## src/rtl/lane_collector.sv

```systemverilog
// ============================================================================
// lane_collector : four per-lane FIFOs merged round-robin into one byte stream
// Optional: COL_OVF_CNT_EN adds a saturating dropped-byte counter (ovf_count)
// Revision: 1.0
// ============================================================================
`default_nettype none

module lane_collector #(
    parameter int DATA_WIDTH = 8,
    parameter int FIFO_DEPTH = 4,
    parameter int ADDR_WIDTH = 2
) (
    input  logic                  clk_f,
    input  logic                  default_values,
    input  logic [DATA_WIDTH-1:0] data_out0,
    input  logic [DATA_WIDTH-1:0] data_out1,
    input  logic [DATA_WIDTH-1:0] data_out2,
    input  logic [DATA_WIDTH-1:0] data_out3,
    input  logic                  valid_out0,
    input  logic                  valid_out1,
    input  logic                  valid_out2,
    input  logic                  valid_out3,
    input  logic                  ready_col,
    output logic [DATA_WIDTH-1:0] data_col,
    output logic                  valid_col,
    output logic [1:0]            lane_col,
    output logic [3:0]            fifo_full,
    output logic [3:0]            fifo_empty,
    output logic [3:0]            overflow,
`ifdef COL_OVF_CNT_EN
    output logic [7:0]            ovf_count,
`endif
    output logic                  idle
);

    localparam int                  NUM_LANES = 4;
    localparam logic [ADDR_WIDTH:0] CNT_FULL  = (ADDR_WIDTH+1)'(FIFO_DEPTH);

    typedef enum logic {
        ST_EMPTY = 1'b0,
        ST_BUSY  = 1'b1
    } arb_state_t;

    arb_state_t            state_q, state_d;
    logic [DATA_WIDTH-1:0] data_col_q, data_col_d;
    logic [1:0]            lane_col_q, lane_col_d;
    logic [1:0]            last_grant_q, last_grant_d;
    logic [3:0]            overflow_q;

    logic [DATA_WIDTH-1:0] lane_data [NUM_LANES];
    logic [DATA_WIDTH-1:0] head      [NUM_LANES];
    logic [NUM_LANES-1:0]  lane_valid, push, pop, drop;
    logic [1:0]            grant, cand;
    logic                  found, load;

    assign lane_data[0] = data_out0;
    assign lane_data[1] = data_out1;
    assign lane_data[2] = data_out2;
    assign lane_data[3] = data_out3;
    assign lane_valid   = {valid_out3, valid_out2, valid_out1, valid_out0};

    // A full lane still accepts a byte when the arbiter pops it on the same edge.
    assign push = lane_valid & (~fifo_full | pop);
    assign drop = lane_valid & fifo_full & ~pop;

    for (genvar g = 0; g < NUM_LANES; g++) begin : g_lane
        logic [DATA_WIDTH-1:0] mem_q [FIFO_DEPTH];
        logic [ADDR_WIDTH-1:0] wr_ptr_q, rd_ptr_q;
        logic [ADDR_WIDTH:0]   count_q;

        always_ff @(posedge clk_f) begin
            if (!default_values) begin
                wr_ptr_q <= '0;
                rd_ptr_q <= '0;
                count_q  <= '0;
            end else begin
                if (push[g]) begin
                    mem_q[wr_ptr_q] <= lane_data[g];
                    wr_ptr_q        <= wr_ptr_q + ADDR_WIDTH'(1);
                end
                if (pop[g]) begin
                    rd_ptr_q <= rd_ptr_q + ADDR_WIDTH'(1);
                end
                count_q <= count_q + (ADDR_WIDTH+1)'(push[g]) - (ADDR_WIDTH+1)'(pop[g]);
            end
        end

        assign head[g]       = mem_q[rd_ptr_q];
        assign fifo_empty[g] = (count_q == '0);
        assign fifo_full[g]  = (count_q == CNT_FULL);
    end

    always_comb begin
        grant = last_grant_q;
        found = 1'b0;
        cand  = '0;
        for (int k = 1; k <= NUM_LANES; k++) begin
            cand = last_grant_q + 2'(k);
            if (!found && !fifo_empty[cand]) begin
                grant = cand;
                found = 1'b1;
            end
        end
    end

    assign load = ((state_q == ST_EMPTY) || ready_col) && (fifo_empty != 4'hF);

    always_comb begin
        state_d      = state_q;
        data_col_d   = data_col_q;
        lane_col_d   = lane_col_q;
        last_grant_d = last_grant_q;
        pop          = '0;
        if (load) begin
            pop[grant]   = 1'b1;
            data_col_d   = head[grant];
            lane_col_d   = grant;
            last_grant_d = grant;
            state_d      = ST_BUSY;
        end else if ((state_q == ST_BUSY) && ready_col) begin
            state_d = ST_EMPTY;
        end
    end

    always_ff @(posedge clk_f) begin
        if (!default_values) begin
            state_q      <= ST_EMPTY;
            data_col_q   <= '0;
            lane_col_q   <= '0;
            last_grant_q <= 2'd3;
            overflow_q   <= '0;
        end else begin
            state_q      <= state_d;
            data_col_q   <= data_col_d;
            lane_col_q   <= lane_col_d;
            last_grant_q <= last_grant_d;
            overflow_q   <= overflow_q | drop;
        end
    end

`ifdef COL_OVF_CNT_EN
    logic [7:0] ovf_cnt_q;
    logic [2:0] ndrop;
    logic [8:0] ovf_sum;

    always_comb begin
        ndrop = '0;
        for (int i = 0; i < NUM_LANES; i++) begin
            ndrop = ndrop + 3'(drop[i]);
        end
        ovf_sum = {1'b0, ovf_cnt_q} + 9'(ndrop);
    end

    always_ff @(posedge clk_f) begin
        if (!default_values) begin
            ovf_cnt_q <= '0;
        end else begin
            ovf_cnt_q <= ovf_sum[8] ? 8'hFF : ovf_sum[7:0];
        end
    end

    assign ovf_count = ovf_cnt_q;
`endif

    assign data_col  = data_col_q;
    assign lane_col  = lane_col_q;
    assign valid_col = (state_q == ST_BUSY);
    assign overflow  = overflow_q;
    assign idle      = (fifo_empty == 4'hF) && (state_q == ST_EMPTY);

endmodule

`default_nettype wire

```

## config.mk

```make
export PLATFORM = sky130hd
export DESIGN_NAME = lane_collector
export DESIGN_NICKNAME = d
export VERILOG_FILES = /design/src/rtl/lane_collector.sv
export SDC_FILE = /design/constraint.sdc
export NUM_CORES = 1
export LEC_CHECK = 0
export ABC_CLOCK_PERIOD_IN_PS = 5050
export BUFFER_PORTS_ARGS = -buffer_cell sky130_fd_sc_hd__buf_2
export CAP_MARGIN = 20
export CELL_PAD_IN_SITES_DETAIL_PLACEMENT = 1
export CELL_PAD_IN_SITES_GLOBAL_PLACEMENT = 2
export CORE_UTILIZATION = 42
export DETAILED_ROUTE_END_ITERATION = 16
export PLACE_DENSITY_LB_ADDON = 0.1
export RECOVER_POWER = 100
export SYNTH_ARGS = -nofsm -noshare
export SYNTH_HDL_FRONTEND = slang
export SYNTH_SLANG_ARGS = --single-unit
```

## constraint.sdc

```tcl
create_clock -name clk_f -period 5.05 [get_ports clk_f]
set_input_delay 0.7575 -clock clk_f [delete_from_list [all_inputs] [get_ports clk_f]]
set_output_delay 0.7575 -clock clk_f [all_outputs]
set_load 0.1 [all_outputs]
```

======== After elaboration in Yosys (flattened, before gate mapping) ========
Memory sizes are Yosys's and may differ from the RTL's. A register that Yosys moved wholly into a read port is not among the register bits.
Cells that the tools add are included.
storage, ports and cells
  memory bits (writable) .................. 128
  memories kept ........................... 4
  word-level logic and storage cells ...... 123
  register bits after elaboration ......... 45
memories
  name             words  width  rd ports  clocked after memory_dff  wr ports  RTL line  text
  g_lane[0].mem_q  4      8      1         1                         1         67        logic [DATA_WIDTH-1:0] mem_q [FIFO_DEPTH];
  g_lane[1].mem_q  4      8      1         1                         1         67
  g_lane[2].mem_q  4      8      1         1                         1         67
  g_lane[3].mem_q  4      8      1         1                         1         67
cells by class
  bitwise gates (word level) .............. 9
  reductions and logical operators ........ 18
  muxes and demuxes ....................... 43
  add/subtract/negate cells ............... 19
  $lt $le $gt $ge ......................... 7
  eq/ne operators ......................... 6
operators with widths
  cell                 number
  $mux 2               12
  $mux 1               22
  $add 2x1->2 const B  9
  $bmux 8 s2           1
  $mux 8               2
  $lt 2x3->1 const B   5
  $add 3x1->3          4
  $and 4x4->4          3
  $eq 3x3->1 const B   4
  $logic_not 3->1      4
  $sub 3x1->3          4
  $bmux 1 s2           4
  $not 4->4            2
  $or 4x4->4           2
  $logic_and 1x1->1    7
  $logic_not 1->1      5
  $add 2x2->2 const B  2
  $eq 4x4->1 const B   1
  $mux 4               1
  $ne 4x4->1 const B   1
  $ge 3x3->1 const B   1
  $not 2->3            1
  $demux 1 s2          1
  $ge 2x1->1 const B   1
  3 further kinds      3

======== Logic depth before layout (Yosys ltp) ========
  word-level depth ........................ 22
  depth in mapped cells ................... 14

======== Worst setup path before layout ========
No wires, ideal clock.
  path type ............................... reg2out
  start point ............................. register g_lane[2].count_q[1]
  end point ............................... output idle
  path buffers ............................ 0
  cell stages (with the launch flop) ...... 4
  data required time ...................... 4.293 ns
  slack ................................... -0.054 ns
  data arrival time ....................... 4.347 ns
  cells stage by stage .................... dfxtp_1 nor3_1 nand4_1 nor2_1
between the ends
  cells in the longest elaborated chain, start to end .. 3
ends and longest elaborated chain
  element                 RTL line  text
  from (decl)             69        logic [ADDR_WIDTH:0] count_q;
  from (signal assigned)  84        count_q <= count_q + (ADDR_WIDTH+1)'(push[g]) - (ADDR_WIDTH+1)'(pop[g]);
  $logic_not 3->1         89        assign fifo_empty[g] = (count_q == '0);
  net fifo_empty[2]       28        output logic [3:0] fifo_empty,
  $eq 4x4->1              169       assign idle = (fifo_empty == 4'hF) && (state_q == ST_EMPTY);
  $logic_and 1x1->1       169
  to (decl)               33        output logic idle
The timed path passes the listed nets, and every way through them passes these cells.

======== Worst setup path after layout ========
  start point ............................. register g_lane[3].count_q[1]
  end point ............................... memory g_lane[2].mem_q[0][3] (enable)
between the ends
  cells in the longest elaborated chain, start to end .. 22
  elaborated cells between the ends (all ways) .. 37
  classes of those cells .................. order compare: 2; eq/ne: 1; mux: 21; bitwise: 2; reduce/logical: 11
ends and longest elaborated chain
  element                         RTL line  text
  from (decl)                     69
  from (signal assigned)          84
  $logic_not 3->1 *               89
  $bmux 1 s2                      99        if (!found && !fifo_empty[cand]) begin
  $mux 1 (not written as such)    99
  $logic_not 1->1                 99
  $logic_and 1x1->1               99
  $mux 1                          99
  $logic_not 1->1                 99
  $logic_and 1x1->1               99
  (+6 left out)                   -
  $mux 1 (not written as such)    115       pop[grant] = 1'b1;
  $demux 1 s2                     115
  $mux 4 *                        114       if (load) begin
  $or 4x4->4 *                    63        assign push = lane_valid & (~fifo_full | pop);
  $and 4x4->4 *                   63
  $mux 1 *                        77        if (push[g]) begin
  $mux 1 *                        72        if (!default_values) begin
  $mux 1 (not written as such) *  78        mem_q[wr_ptr_q] <= lane_data[g];
  to (decl)                       67
Mark *: on every way between the ends. The rest lies on a longest branch, timed or not. The select of a mux whose other input is x is not followed.

==> qor.yml <==
startpoint_type: "flop"
synth-seq-area-share_pct: 64.86
diodes: 0
path_max_fanout: 25
async_flop_share_pct: 0
violations: "max-capacitance violations, max-slew violations"
drt-total-wl_um: 16080
worstMarginPinSlew_ps: 2072
clock_skew_ps: 5.945
cts-root-buf: "clkbuf_16"
synth.avg_cell_area_sq_um: 15.22
crit_type: "flop to flop"
cts_tree: "built"
cts_max_path_buffers: 2
antenna_left: 0
hpwl_um: 11550
clk_pin_slew_ps: 60
drtPass1Iterations: 4
run_status: "complete, but fails checks"
cp.arrival_ps: 4150
finalHoldViolations: 0
end_kind: "flop"
drt_iter0_drc: 172
crit_required_ps: 5110
die_w_um: 136.2
avgViaCountPerCell: 5.287
die_h_um: 136.2
cts_resized: 0
drv_cap: 2
start_util_pct: 43.42
cellLeakagePower_nw: 3.039
syn_to_final_growth_pct: 14.68
cts_sinks: 181
powerDensity_mw_per_mm2: 629.0
grt_pass1_vias: 4677
antenna_found_initial: 0
synth_edf_count: 128
grt_max_degree: 46
min_period_over_period_pct: 80.94
grt_pass1_wl_um: 25560
rsz0062_at_grt: "no"
vias: 4309
cts_max_level: 4
slew_headroom_pct: -38.14
gr-usage-all-layers_pct: 19.02
hp-class: "flop to flop"
nNetsFinal: 642
slew_violations: 72
clk_latency_ps: 420
cts_made_buffers: 17
timing.setup.tns_ps: 0
fin_total_pwr_w: 0.005455
drc: 0
io_buffers: 62
ys_warn_count: 0
core_sq_mm: 0.01742
fp.dieArea_sq_mm: 0.01855
synth_nets: 562
place_congestion: 0.7697
rows: 48
syn_inst: 497
period_minus_slack_ps: 4087
final_layout_size_suffix_gt1_share_pct: 15.08
syn_area_sq_mm: 0.007562
ios: 63
max_freq_mhz: 244.7
grt_overflow: 0
postCtsSetupRepairBufs: 0
finalSetupViolCount: 0
synth_seq_cells: 181
synth-main-ff-cell: "edfxtp_1"
ir_drop_uv: 315.7
wl_per_cell_um: 19.73
cts_hold_buf: 0
synthDistinctLibCells: 52
==> worst paths after layout <==
kind | depth (start not counted) | to | slack (ps) | from
worst max register to register | 8 | g_lane[2].mem_q[0][3]$_DFFE_PP_ | 960 | g_lane[3].count_q[1]$_SDFF_PN0_
worst max-delay path | 8 | g_lane[2].mem_q[0][3]$_DFFE_PP_ | 960 | g_lane[3].count_q[1]$_SDFF_PN0_
worst min register to register | 1 | overflow[2]$_SDFF_PN0_ | 470 | overflow[2]$_SDFF_PN0_
worst min-delay path | 1 | overflow[2]$_SDFF_PN0_ | 470 | overflow[2]$_SDFF_PN0_
==> area by class of cell <==
type | count | area, sq um
Sequential cell | 181 | 4905
Clock buffer | 18 | 429.2
Clock inverter | 14 | 152.6
Timing Repair Buffer | 82 | 352.8
Multi-Input combinational cell | 266 | 2442
Inverter | 29 | 108.9
Fill cell | 1786 | 8745
Tap cell | 225 | 281.5
==> cells in the final DEF (no fill, tap or decap), types with 2 or more instances in the layout <==
cell,n
and2_1,5
inv_6,2
edfxtp_1,128
inv_1,28
or3_4,2
fa_1,4
mux4_2,32
nand2b_1,2
clkbuf_1,67
mux2i_1,27
nor3b_1,16
a31oi_1,2
xnor2_1,8
clkinv_2,2
ha_1,22
xor2_1,2
inv_8,2
bufinv_16,2
o21a_1,3
buf_4,10
dfxtp_1,53
buf_2,6
o221ai_1,8
or3_1,7
nand2_1,35
nor3_2,2
a21boi_0,2
clkinv_1,2
a21oi_1,14
o31ai_1,4
clkbuf_16,17
o21ai_1,3
clkinv_4,4
nand3_1,11
o21ai_0,9
nor2_1,26
==> metrics by stage <==
| step | std cells | setup slack (ps) | hold slack, ps | cell area (sq um) | util, % |
|---|---|---|---|---|---|
| floorplan | 497 | 946.1 | 452.9 | 7567 | - |
| global placement | 783 | 1727 | 442.4 | 8215 | 47.17 |
| detailed placement | 783 | 1527 | 458.0 | 8215 | 47.17 |
| CTS | 815 | 1551 | 475.4 | 8797 | 50.51 |
| global route | 815 | 600.1 | 497.1 | 8672 | 49.79 |
| finish | 815 | 962.6 | 473.2 | 8672 | 49.79 |
==> state kept, by name (all words and copies together) (netlist names), named ones only <==
| register | cells |
|---|---|
| data_col | 8 |
| g_lane.rd_ptr_q | 8 |
| valid_col | 1 |
| g_lane.wr_ptr_q | 8 |
| lane_col | 2 |
| g_lane.count_q | 12 |
| last_grant_q | 2 |
| g_lane.mem_q | 128 |
| overflow | 4 |
==> worst max-delay path, stage by stage (launching register included) <==
cell and delay (ps):
dfxtp_1 360, or3_4 430, a22o_1 240, or3_1 420, clkbuf_1 710, nor2_1 630, a21oi_1 240, nor3b_1 250
clkbuf_1 440
==> layer usage <==
layer / part of all wire [%] / vias up / wire, um / track usage (%)
li1: - / 2036 / - / -
met1: 43 / 2201 / 6996 / 23.75
met2: 53 / 58 / 8488 / 33.08
met3: 2.6 / 14 / 425 / 3.729
met4: 1.1 / 0 / 174 / 6.049
met5: 0 / - / 0 / 0
==> where the power goes <==
part	internal (W)	total (W)	leakage [nW]	switching, W
Combinational	0.000699	0.00213	1.15	0.00144
Sequential	0.00183	0.00201	1.60	0.000189
Clock	0.000737	0.00131	0.288	0.000569
==> Yosys cell counts (2+ instances only) <==
master	number	area, sq um
nor2_1	25	93.84
buf_2	3	15.01
nor3b_1	16	120.1
or3_1	7	43.79
fa_1	4	80.08
xnor2_1	8	70.07
xor2_1	2	17.52
or3_4	2	22.52
mux2i_1	27	270.3
nand2_1	35	131.4
edfxtp_1	128	3844
nand3_1	11	55.05
o31ai_1	4	30.03
o21ai_2	2	17.52
nor3_1	2	10.01
clkbuf_1	6	22.52
o21ai_0	9	45.04
ha_1	22	275.3
o21a_1	3	22.52
mux4_2	32	720.7
a21oi_1	14	70.07
buf_4	3	22.52
o21ai_1	2	10.01
dfxtp_1	53	1061
o221ai_1	8	70.07
and2_1	6	37.54
nand2b_1	2	12.51
a31oi_1	2	12.51
inv_1	28	105.1
buf_1	9	33.78
==> kinds of logic after synthesis <==
logic type / synth area share, %
flip-flops: 64.86
buffers and inverters: 2.680
adder cells (fa/ha/maj): 4.699
AO/OA/AOI/OAI: 5.576
XOR/XNOR: 1.158
AND/OR/NAND/NOR: 7.926
multiplexers: 13.10
No activity file was read; power rests on OpenSTA's default activity.
